--- src/rtl/seg_scan_counter_pkg.sv ---
// Shared types and constants for the seg_scan_counter display controller.
// Segment patterns are active-low, bit order {g,f,e,d,c,b,a}.
package seg_scan_counter_pkg;

  localparam int BCD_W = 4;

  typedef enum logic [1:0] {
    IDLE = 2'd0,
    RUN  = 2'd1,
    HOLD = 2'd2
  } state_t;

  localparam logic [6:0] SEG_0     = 7'h40;
  localparam logic [6:0] SEG_1     = 7'h79;
  localparam logic [6:0] SEG_2     = 7'h24;
  localparam logic [6:0] SEG_3     = 7'h30;
  localparam logic [6:0] SEG_4     = 7'h19;
  localparam logic [6:0] SEG_5     = 7'h12;
  localparam logic [6:0] SEG_6     = 7'h02;
  localparam logic [6:0] SEG_7     = 7'h78;
  localparam logic [6:0] SEG_8     = 7'h00;
  localparam logic [6:0] SEG_9     = 7'h10;
  localparam logic [6:0] SEG_BLANK = 7'h7F;

  function automatic logic [6:0] seg_decode(input logic [BCD_W-1:0] dig);
    case (dig)
      4'd0:    return SEG_0;
      4'd1:    return SEG_1;
      4'd2:    return SEG_2;
      4'd3:    return SEG_3;
      4'd4:    return SEG_4;
      4'd5:    return SEG_5;
      4'd6:    return SEG_6;
      4'd7:    return SEG_7;
      4'd8:    return SEG_8;
      4'd9:    return SEG_9;
      default: return SEG_BLANK;
    endcase
  endfunction

endpackage

--- src/rtl/seg_scan_counter_in_cond.sv ---
// Input conditioner: 2-FF synchroniser, stability filter, rising-edge event.
// The accepted level follows the synchronised input after DEB_CYCLES equal samples.
module seg_scan_counter_in_cond #(
  parameter int DEB_CYCLES = 1
) (
  input  logic clk,
  input  logic rst_n,
  input  logic sig_i,
  output logic rise_o
);

  localparam int CW = (DEB_CYCLES > 1) ? $clog2(DEB_CYCLES) : 1;
  localparam logic [CW-1:0] DEB_LOAD = CW'(DEB_CYCLES - 1);

  logic          sync1_q, sync2_q;
  logic          level_q, level_prev_q;
  logic [CW-1:0] stab_q;

  always_ff @(posedge clk or negedge rst_n) begin
    if (!rst_n) begin
      sync1_q      <= 1'b0;
      sync2_q      <= 1'b0;
      level_q      <= 1'b0;
      level_prev_q <= 1'b0;
      stab_q       <= DEB_LOAD;
    end else begin
      sync1_q      <= sig_i;
      sync2_q      <= sync1_q;
      level_prev_q <= level_q;
      // Down-counter restarts whenever the sample agrees with the accepted level.
      if (sync2_q == level_q) begin
        stab_q <= DEB_LOAD;
      end else if (stab_q == '0) begin
        level_q <= sync2_q;
        stab_q  <= DEB_LOAD;
      end else begin
        stab_q <= stab_q - 1'b1;
      end
    end
  end

  assign rise_o = level_q & ~level_prev_q;

endmodule

--- src/rtl/seg_scan_counter.sv ---
// BCD up/down event counter with run/hold control and a multiplexed 7-segment scan.
// Define LEAD_ZERO_BLANK_EN to blank digits above the most significant non-zero digit.
module seg_scan_counter
  import seg_scan_counter_pkg::*;
#(
  parameter int DIGITS     = 8,
  parameter int SCAN_DIV   = 4,
  parameter int DEB_CYCLES = 1
) (
  input  logic              clk,
  input  logic              rst,
  input  logic              button,
  input  logic              counter,
  input  logic              up_dn,
  output logic [DIGITS-1:0] led_en,
  output logic [6:0]        led,
  output logic              running,
  output logic              ovf
);

  localparam int CNT_W = DIGITS * BCD_W;
  localparam int PW    = (SCAN_DIV > 1) ? $clog2(SCAN_DIV) : 1;
  localparam int IW    = (DIGITS > 1) ? $clog2(DIGITS) : 1;
  localparam logic [PW-1:0] PRE_TC   = PW'(SCAN_DIV - 1);
  localparam logic [IW-1:0] IDX_LAST = IW'(DIGITS - 1);

  logic btn_evt, cnt_evt;
  logic updn_s1_q, updn_s2_q;

  state_t            state_q, state_d;
  logic [CNT_W-1:0]  count_q, count_d;
  logic              ovf_q, ovf_d;
  logic [PW-1:0]     pre_q, pre_d;
  logic [IW-1:0]     idx_q, idx_d;
  logic              scan_on_q, scan_on_d;
  logic [DIGITS-1:0] led_en_q, led_en_d;
  logic [6:0]        led_q, led_d;

  logic [CNT_W-1:0]  step_val;
  logic              step_wrap;
  logic [DIGITS-1:0] lead_zero;

  seg_scan_counter_in_cond #(.DEB_CYCLES(DEB_CYCLES)) u_btn_cond (
    .clk    (clk),
    .rst_n  (rst),
    .sig_i  (button),
    .rise_o (btn_evt)
  );

  seg_scan_counter_in_cond #(.DEB_CYCLES(DEB_CYCLES)) u_cnt_cond (
    .clk    (clk),
    .rst_n  (rst),
    .sig_i  (counter),
    .rise_o (cnt_evt)
  );

  // Carry/borrow ripples through all digits; a carry out of the top digit is the wrap.
  always_comb begin
    logic             carry;
    logic [BCD_W-1:0] dig;
    step_val = count_q;
    carry    = 1'b1;
    dig      = '0;
    for (int i = 0; i < DIGITS; i++) begin
      dig = count_q[i*BCD_W +: BCD_W];
      if (carry) begin
        if (updn_s2_q) begin
          if (dig == 4'd9) dig = 4'd0;
          else begin dig = dig + 4'd1; carry = 1'b0; end
        end else begin
          if (dig == 4'd0) dig = 4'd9;
          else begin dig = dig - 4'd1; carry = 1'b0; end
        end
      end
      step_val[i*BCD_W +: BCD_W] = dig;
    end
    step_wrap = carry;
  end

  // Count is applied before the button moves RUN to HOLD.
  always_comb begin
    state_d = state_q;
    count_d = count_q;
    ovf_d   = 1'b0;
    case (state_q)
      IDLE: if (btn_evt) begin
        state_d = RUN;
        count_d = '0;
      end
      RUN: begin
        if (cnt_evt) begin
          count_d = step_val;
          ovf_d   = step_wrap;
        end
        if (btn_evt) state_d = HOLD;
      end
      HOLD: if (btn_evt) state_d = RUN;
      default: state_d = IDLE;
    endcase
  end

`ifdef LEAD_ZERO_BLANK_EN
  always_comb begin
    logic all_zero;
    lead_zero = '0;
    all_zero  = 1'b1;
    for (int i = DIGITS - 1; i >= 0; i--) begin
      all_zero     = all_zero && (count_q[i*BCD_W +: BCD_W] == 4'd0);
      lead_zero[i] = all_zero;
    end
    lead_zero[0] = 1'b0;
  end
`else
  assign lead_zero = '0;
`endif

  // First terminal count only enables the scan; later ones advance the digit index.
  always_comb begin
    logic [BCD_W-1:0] cur_dig;
    logic             cur_blank;
    pre_d     = (pre_q == PRE_TC) ? '0 : pre_q + 1'b1;
    idx_d     = idx_q;
    scan_on_d = scan_on_q;
    if (pre_q == PRE_TC) begin
      if (!scan_on_q) scan_on_d = 1'b1;
      else            idx_d     = (idx_q == IDX_LAST) ? '0 : idx_q + 1'b1;
    end
    cur_dig   = '0;
    cur_blank = 1'b0;
    led_en_d  = '1;
    for (int i = 0; i < DIGITS; i++) begin
      led_en_d[i] = ~(scan_on_d && (idx_d == IW'(i)));
      if (idx_d == IW'(i)) begin
        cur_dig   = count_q[i*BCD_W +: BCD_W];
        cur_blank = lead_zero[i];
      end
    end
    led_d = (!scan_on_d || cur_blank) ? SEG_BLANK : seg_decode(cur_dig);
  end

  always_ff @(posedge clk or negedge rst) begin
    if (!rst) begin
      updn_s1_q <= 1'b0;
      updn_s2_q <= 1'b0;
      state_q   <= IDLE;
      count_q   <= '0;
      ovf_q     <= 1'b0;
      pre_q     <= '0;
      idx_q     <= '0;
      scan_on_q <= 1'b0;
      led_en_q  <= '1;
      led_q     <= SEG_BLANK;
    end else begin
      updn_s1_q <= up_dn;
      updn_s2_q <= updn_s1_q;
      state_q   <= state_d;
      count_q   <= count_d;
      ovf_q     <= ovf_d;
      pre_q     <= pre_d;
      idx_q     <= idx_d;
      scan_on_q <= scan_on_d;
      led_en_q  <= led_en_d;
      led_q     <= led_d;
    end
  end

  assign led_en  = led_en_q;
  assign led     = led_q;
  assign running = (state_q == RUN);
  assign ovf     = ovf_q;

endmodule

--- config.mk ---
export PLATFORM = sky130hd
export DESIGN_NAME = seg_scan_counter
export DESIGN_NICKNAME = d
export VERILOG_FILES = /design/src/rtl/seg_scan_counter_pkg.sv /design/src/rtl/seg_scan_counter_in_cond.sv /design/src/rtl/seg_scan_counter.sv
export SDC_FILE = /design/constraint.sdc
export NUM_CORES = 1
export LEC_CHECK = 0
export CORE_UTILIZATION = 40
export DETAILED_ROUTE_END_ITERATION = 6
export PLACE_DENSITY_LB_ADDON = 0.12
export SKIP_CTS_REPAIR_TIMING = 1
export SLEW_MARGIN = 20
export SYNTH_ARGS = -nofsm -noshare
export SYNTH_HDL_FRONTEND = slang
export SYNTH_SLANG_ARGS = --single-unit
export TNS_END_PERCENT = 5
--- constraint.sdc ---
create_clock -name clk -period 2.8 [get_ports clk]
set_input_delay 0.56 -clock clk [delete_from_list [all_inputs] [get_ports clk]]
set_output_delay 0.56 -clock clk [all_outputs]
set_load 0.1 [all_outputs]
======== Word-level counts from Yosys, hierarchy flattened ========
Memory sizes are Yosys's and may differ from the RTL's.
Cells that the tools add are included.
storage, ports and cells
  register bits ........................... 68
  latch bits .............................. 0
  RAM bits ................................ 0
  bits in read-only memories .............. 112
  input port bits ......................... 5
  output and inout port bits .............. 17
  word-level logic and storage cells ...... 215
  memories kept ........................... 1
memory list
  memory            words  bits a word  read ports  clocked after memory_dff  wr ports  line                        text
  (name not given)  16     7            1           0                         0         seg_scan_counter_pkg.sv:26  case (dig)
cells by class
  add/sub/neg operators ................... 20
  multiply operators ...................... 0
  divide/modulo/power cells ............... 0
  magnitude comparators ................... 0
  eq/ne operators ......................... 32
  shift operators ......................... 0
  multiplexer cells ....................... 88
  bitwise logic cells ..................... 16
  reductions and logical operators ........ 31
operators by type and width
  operator                                                                 count
  4-bit 2-to-1 mux                                                         39
  32-bit 2-to-1 mux                                                        2
  32-bit case mux with 2 select lines                                      1
  1-bit 2-to-1 mux                                                         38
  4-bit by 1-bit adder with 4-bit output, second input constant            8
  4-bit == test, second input constant                                     8
  4-bit logical NOT                                                        8
  4-bit by 1-bit subtractor with 4-bit output, second input constant       8
  4-bit AND reduction                                                      7
  2-bit by 1-bit inequality test with 1-bit output, second input constant  10
  3-bit == test, second input constant                                     5
  1-bit NOT                                                                14
  3-bit 2-to-1 mux                                                         3
  1-bit logical AND                                                        8
  7-bit 2-to-1 mux                                                         1
  3-bit by 2-bit == test with 1-bit output, second input constant          2
  2-bit 2-to-1 mux                                                         3
  2-bit AND reduction                                                      3
  2-bit == test, second input constant                                     2
  2-bit case mux with 2 select lines                                       1
  3-bit by 1-bit adder with 3-bit output, second input constant            1
  3-bit by 1-bit == test with 1-bit output, second input constant          1
  3-bit logical NOT                                                        1
  3-bit AND reduction                                                      1
  9 further kinds                                                          12

======== Logic depth before layout (Yosys ltp) ========
Gate-level depths: netlist (run 1).
An unclocked memory read counts as a cell.
  word-level depth ........................ 15
  depth in mapped cells ................... 13
  mapped depth without buffers ............ 12

======== Hierarchy ========
From an unflattened synthesis (run 1), not the netlist that was laid out.
unflattened totals
  cells, all modules ...................... 521
  area, all modules ....................... 4,556.9 um^2
modules (own cells, without submodules)
  module                    times used  cells each  area each (um^2)  sequential area each (um^2)
  seg_scan_counter          1           509         4,321.6           1,470.2
  seg_scan_counter_in_cond  2           6           117.6             100.1

======== Least setup slack after synthesis (run 1) ========
No wires, ideal clock.
  path kind ............................... flip-flop to flip-flop
  from .................................... reg idx_q[1]
  to ...................................... reg led_q[3] (netlist: led[3])
  library setup time ...................... 90 ps
  arrival time ............................ 2,477 ps
  required time ........................... 2,710 ps
  path slack .............................. 233 ps
  cell stages (with the launch flop) ...... 12
  buffers on the path ..................... 1
  clock period less this slack ............ 2,567 ps
  cell sequence ........................... dfrtp_1 > ha_1 > ha_1 > and4b_1 > a31oi_4 > o221ai_1 > a221o_1 > buf_6 > ha_1 > inv_1 > o21ai_0 > o211ai_1
between the ends
  longest elaborated chain between the ends .. 15
  elaborated cells on any way between the ends .. 23
  classes of those cells .................. 1 x add/sub; 8 x eq/ne; 12 x mux; 1 x reduce/logical; 1 x memory
ends and longest elaborated chain
  element                                                                         line                     text
  start: declaration                                                              seg_scan_counter.sv:34   logic [IW-1:0] idx_q, idx_d;
  start signal: assignment                                                        seg_scan_counter.sv:160  idx_q <= idx_d;
  3-bit by 1-bit adder with 3-bit output / 3-bit == test (equally long branches)  seg_scan_counter.sv:126  else idx_d = (idx_q == IDX_LAST) ? '0 : idx_q + 1'b1;
  3-bit 2-to-1 mux                                                                seg_scan_counter.sv:126
  3-bit 2-to-1 mux                                                                seg_scan_counter.sv:125  if (!scan_on_q) scan_on_d = 1'b1;
  3-bit 2-to-1 mux (*)                                                            seg_scan_counter.sv:124  if (pre_q == PRE_TC) begin
  3-bit logical NOT                                                               seg_scan_counter.sv:133  if (idx_d == IW'(i)) begin
  4-bit 2-to-1 mux (7 in a row)                                                   seg_scan_counter.sv:133
  4-bit 2-to-1 mux (*)                                                            seg_scan_counter.sv:133
  memory read 16 x 7 bit (*)                                                      --
  7-bit 2-to-1 mux (*)                                                            seg_scan_counter.sv:138  led_d = (!scan_on_d || cur_blank) ? SEG_BLANK : seg_decode(cur_dig);
  named net led_d[3]                                                              seg_scan_counter.sv:37   logic [6:0] led_q, led_d;
  end signal: assignment                                                          seg_scan_counter.sv:163  led_q <= led_d;
  end: declaration                                                                seg_scan_counter.sv:37
Mark *: on every way through the listed nets, which the timed path passes. The rest lies on a longest branch.
A chain may end at the register's enable or synchronous reset.

======== Final worst setup path (run 1) ========
  from .................................... reg idx_q[0]
  to ...................................... reg led_q[3] (netlist: led[3])
The elaborated chain is that of the path after synthesis.

==> results.md, run 1 <==
- Status: complete, no violations
- Slowest cell on crit path: dfrtp_1
- Initial core utilization: 0.4159
- Rows: 38
- Final Hold Fails: 0
- RSZ-0062 raised after global routing: false
- Post-synth top area share: 0.2782
- Layout cells sized above 1: 0.2157
- Fmax: around 380 MHz
- GPL Wtd Cong: approximately 0.86
- Tcrit/Tclk final: 0.9443
- Total power: 5396 uW
- Final nets: between 500 and 600
- # fillers: ~1,100
- PwrDens: between 900 and 1000 nW/um2
- Clk slew on worst S/H paths: 60 ps
- Via density: around 5.7
- H-tree depth: 3
- Remaining antenna violation count: 0
- Post-synthesis compound-gate area fraction: 0.2656
- Max-slew violations: 0
- Post-synth EDFFs: 0
- Max clock buf depth: 2
- Drt total wl: 11.76 mm
- Synthesis Warnings: 0
- Crit path required time: roughly 3100 ps
- Post-synth top area cell: dfrtp_1
- Setup crit start kind: register
- Setup TNS: 0 ps
- Hold Crit Class: input port to asynchronous set/reset pin
- Syn Inst Count: 519
- Synth top area cells: dfrtp_1 (28%), dfstp_2 (8.6%), ha_1 (7.6%)
- Seq cells post-synth: between 60 and 70
- Cts bufs inserted: 9
- Post-synth cell types: 82
- Setup crit end kind: register
- Total GRT Usage: 0.2059
- Net count after synthesis: 552
- Synth top cells by count: nor2_1 (52), dfrtp_1 (51), nand2_1 (44), o21ai_0 (41), a21oi_1 (31)
- CTS tree: done
- Syn-to-layout area delta: 17.83%
- Initial antenna violation count: 0
- Async S/R FF share, synth: 1.000
- First-pass GRT wire length: about 19 mm
- Root Driver: clkbuf_16
- Main combinational cell family by area after synthesis: compound AO/OA/AOI/OAI gates
- Antenna cells: 0
- Setup-failing EPs final: 0
- WL/cell: between 15 and 20 um
- Sink Count: 66
- Die Width: about 110 um
- Design area: roughly 5400 um2
- Reg2Reg Depth: 10
- Ys flop type: dfrtp_1
- Crit-path cells: ha_1 > ha_2 > and4b_2 > a31oi_4 > o221ai_1 > a221o_1 > ha_1 > inv_1 > o21ai_0 > o211ai_1
- Clock latency on the worst-skew pair: 350 ps
- Max-cap check violation count: 0
- DR vias: 4,019
- Hpwl dp: about 8.3 mm
- CP max FO: 5
- Multiplexer share of the synthesized area: 0.03109
- Pin count of the biggest net entering global routing: 36
- DRC Markers: 0
- Total grt overflow: 0
- Adder-Cell Fraction of Synth Area: 0.07636
- Most used cell, CP: ha_1
- Worst Skew: a little under 6 ps
- Crit path max-delay family: compound AO/OA/AOI/OAI gates
- Area of the core: approximately 11,000 um2
- Port-buffer cells: 21
- Worst vdd ir: approximately 0.7 mV
- Worst EP arrival: between 2000 and 3000 ps
- Mean post-synth cell area: a little under 9 um2
- Seq/Total Area, Yosys: 0.3641
- Relative slew margins: 0.5716
- Lkg Pwr: approximately 0.0022 uW
- Worst path bufs/invs: 1
- Initial DRC Count: ~280
- Synth Area in XOR/XNOR: 0.005727
- Most common cell in the netlist: nor2_1
- Full die area: 11,900 um2
- Min Tclk post-route: about 2600 ps
- Worst Tran Pin Value: 640.2 ps
- # IOs: 22
- Crit path largest cell delay: 400 ps
- Drt pass-1 iters: 4
- Mapped cell area: roughly 4600 um2
- Vias in the first global route: ~3,600
- Simple-Gate Fraction of Synth Area: 0.2021
- Levels on crit path: 10
- Die height: 109.1 um
- CP Class: register to register
- Placement Cell Area: just over 5000 um2
## state kept, by name (all words and copies together) (netlist names), 2 cells and up
register and flops:
count_q 32, idx_q 3, led 7, state_q 2, pre_q 2, led_en 8
## power breakdown
group	switching [uW]	internal (uW)	leakage [uW]
combinational	1540	981	0.00128
clock	458	805	0.000159
sequential	387	1230	0.000801
## cell families (layout without fill, tap and decap cells)
logic type,count (synthesis),after routing
AO/OA/AOI/OAI,168,169
XOR/XNOR,3,3
adder cells (fa/ha/maj),28,28
buffers and inverters,57,98
flip-flops,66,66
multiplexers,12,12
AND/OR/NAND/NOR,185,185
## metal layers
metal  share of wire  GRT usage  up-vias
met5               0          0        -
met4           0.014    0.06564        0
li1                -          -     1969
met3           0.041    0.06097       14
met1            0.48     0.2787     1968
met2            0.46     0.3127       68
## worst register-to-register path, stage by stage, from the launching register on
cell      delay (ps)
dfrtp_1          400
ha_1             210
ha_2             310
and4b_2          280
a31oi_4          230
o221ai_1         180
a221o_1          340
ha_1             310
inv_1             40
o21ai_0          160
o211ai_1         110
## final timing paths
kind | from | end | slack [ps]
max in group asynchronous | rst | updn_s2_q | 2050
min | rst | u_btn_cond.sync1_q | 140
min reg2reg | updn_s1_q | updn_s2_q | 340
min in group clk | updn_s1_q | updn_s2_q | 340
max | idx_q[0] | led[3] | 160
max reg2reg | idx_q[0] | led[3] | 160
## cell type report
cell class / count / area [um2] / share of cell area
clock buffer: 10 / 239.0 / 0.04420
clock inverter: 6 / 90.09 / 0.01666
inverter: 29 / 108.9 / 0.02013
multi-input combinational: 397 / 2694 / 0.4983
sequential: 66 / 1672 / 0.3092
tap: 140 / 175.2 / 0.03240
timing repair buffer: 53 / 427.9 / 0.07915
## cells in the final DEF (no fill, tap or decap), types with 4 or more instances in the layout
master     Yosys  layout
or3_1          6       6
a211oi_1       7       7
o21ai_0       41      41
nor3_1        12      12
dfstp_2       15      15
nand2b_1       4       4
nand4_1        6       6
buf_4          2      47
a21o_1         6       6
a211oi_2       4       4
a31oi_1        4       4
o31ai_1        6       6
nand3_1       22      22
o21ai_1        4       4
nor2_1        52      52
a21oi_1       31      31
clkbuf_16      0       9
o22ai_1        9       9
inv_1         28      27
ha_1          28      27
nor2b_1       10      10
dfrtp_1       51      50
o211ai_1       9       9
nand3b_1       5       5
mux2i_1        6       6
nand2_1       44      44
## stage by stage
| stage | worst slack, ps | std cells | util | hold slack (ps) |
|---|---|---|---|---|
| 2_1_floorplan | 233.2 | 519 | - | 264.4 |
| 3_3_place_gp | 145.9 | 683 | 0.4570 | 333.1 |
| 3_5_place_dp | 96.41 | 683 | 0.4570 | 335.7 |
| 4_1_cts | 76.36 | 699 | 0.4868 | 131.2 |
| 5_1_grt | 4.903 | 701 | 0.4901 | 141.1 |
| 6_report | 156.0 | 701 | 0.4901 | 135.0 |
Power figures use the tool's default switching activity.
==> run 2: changes to the inputs <==
- CTS_CLUSTER_DIAMETER: unset -> 100
==> results of run 2 <==
The final DEF is identical to that of run 1; final timing and power are the same.
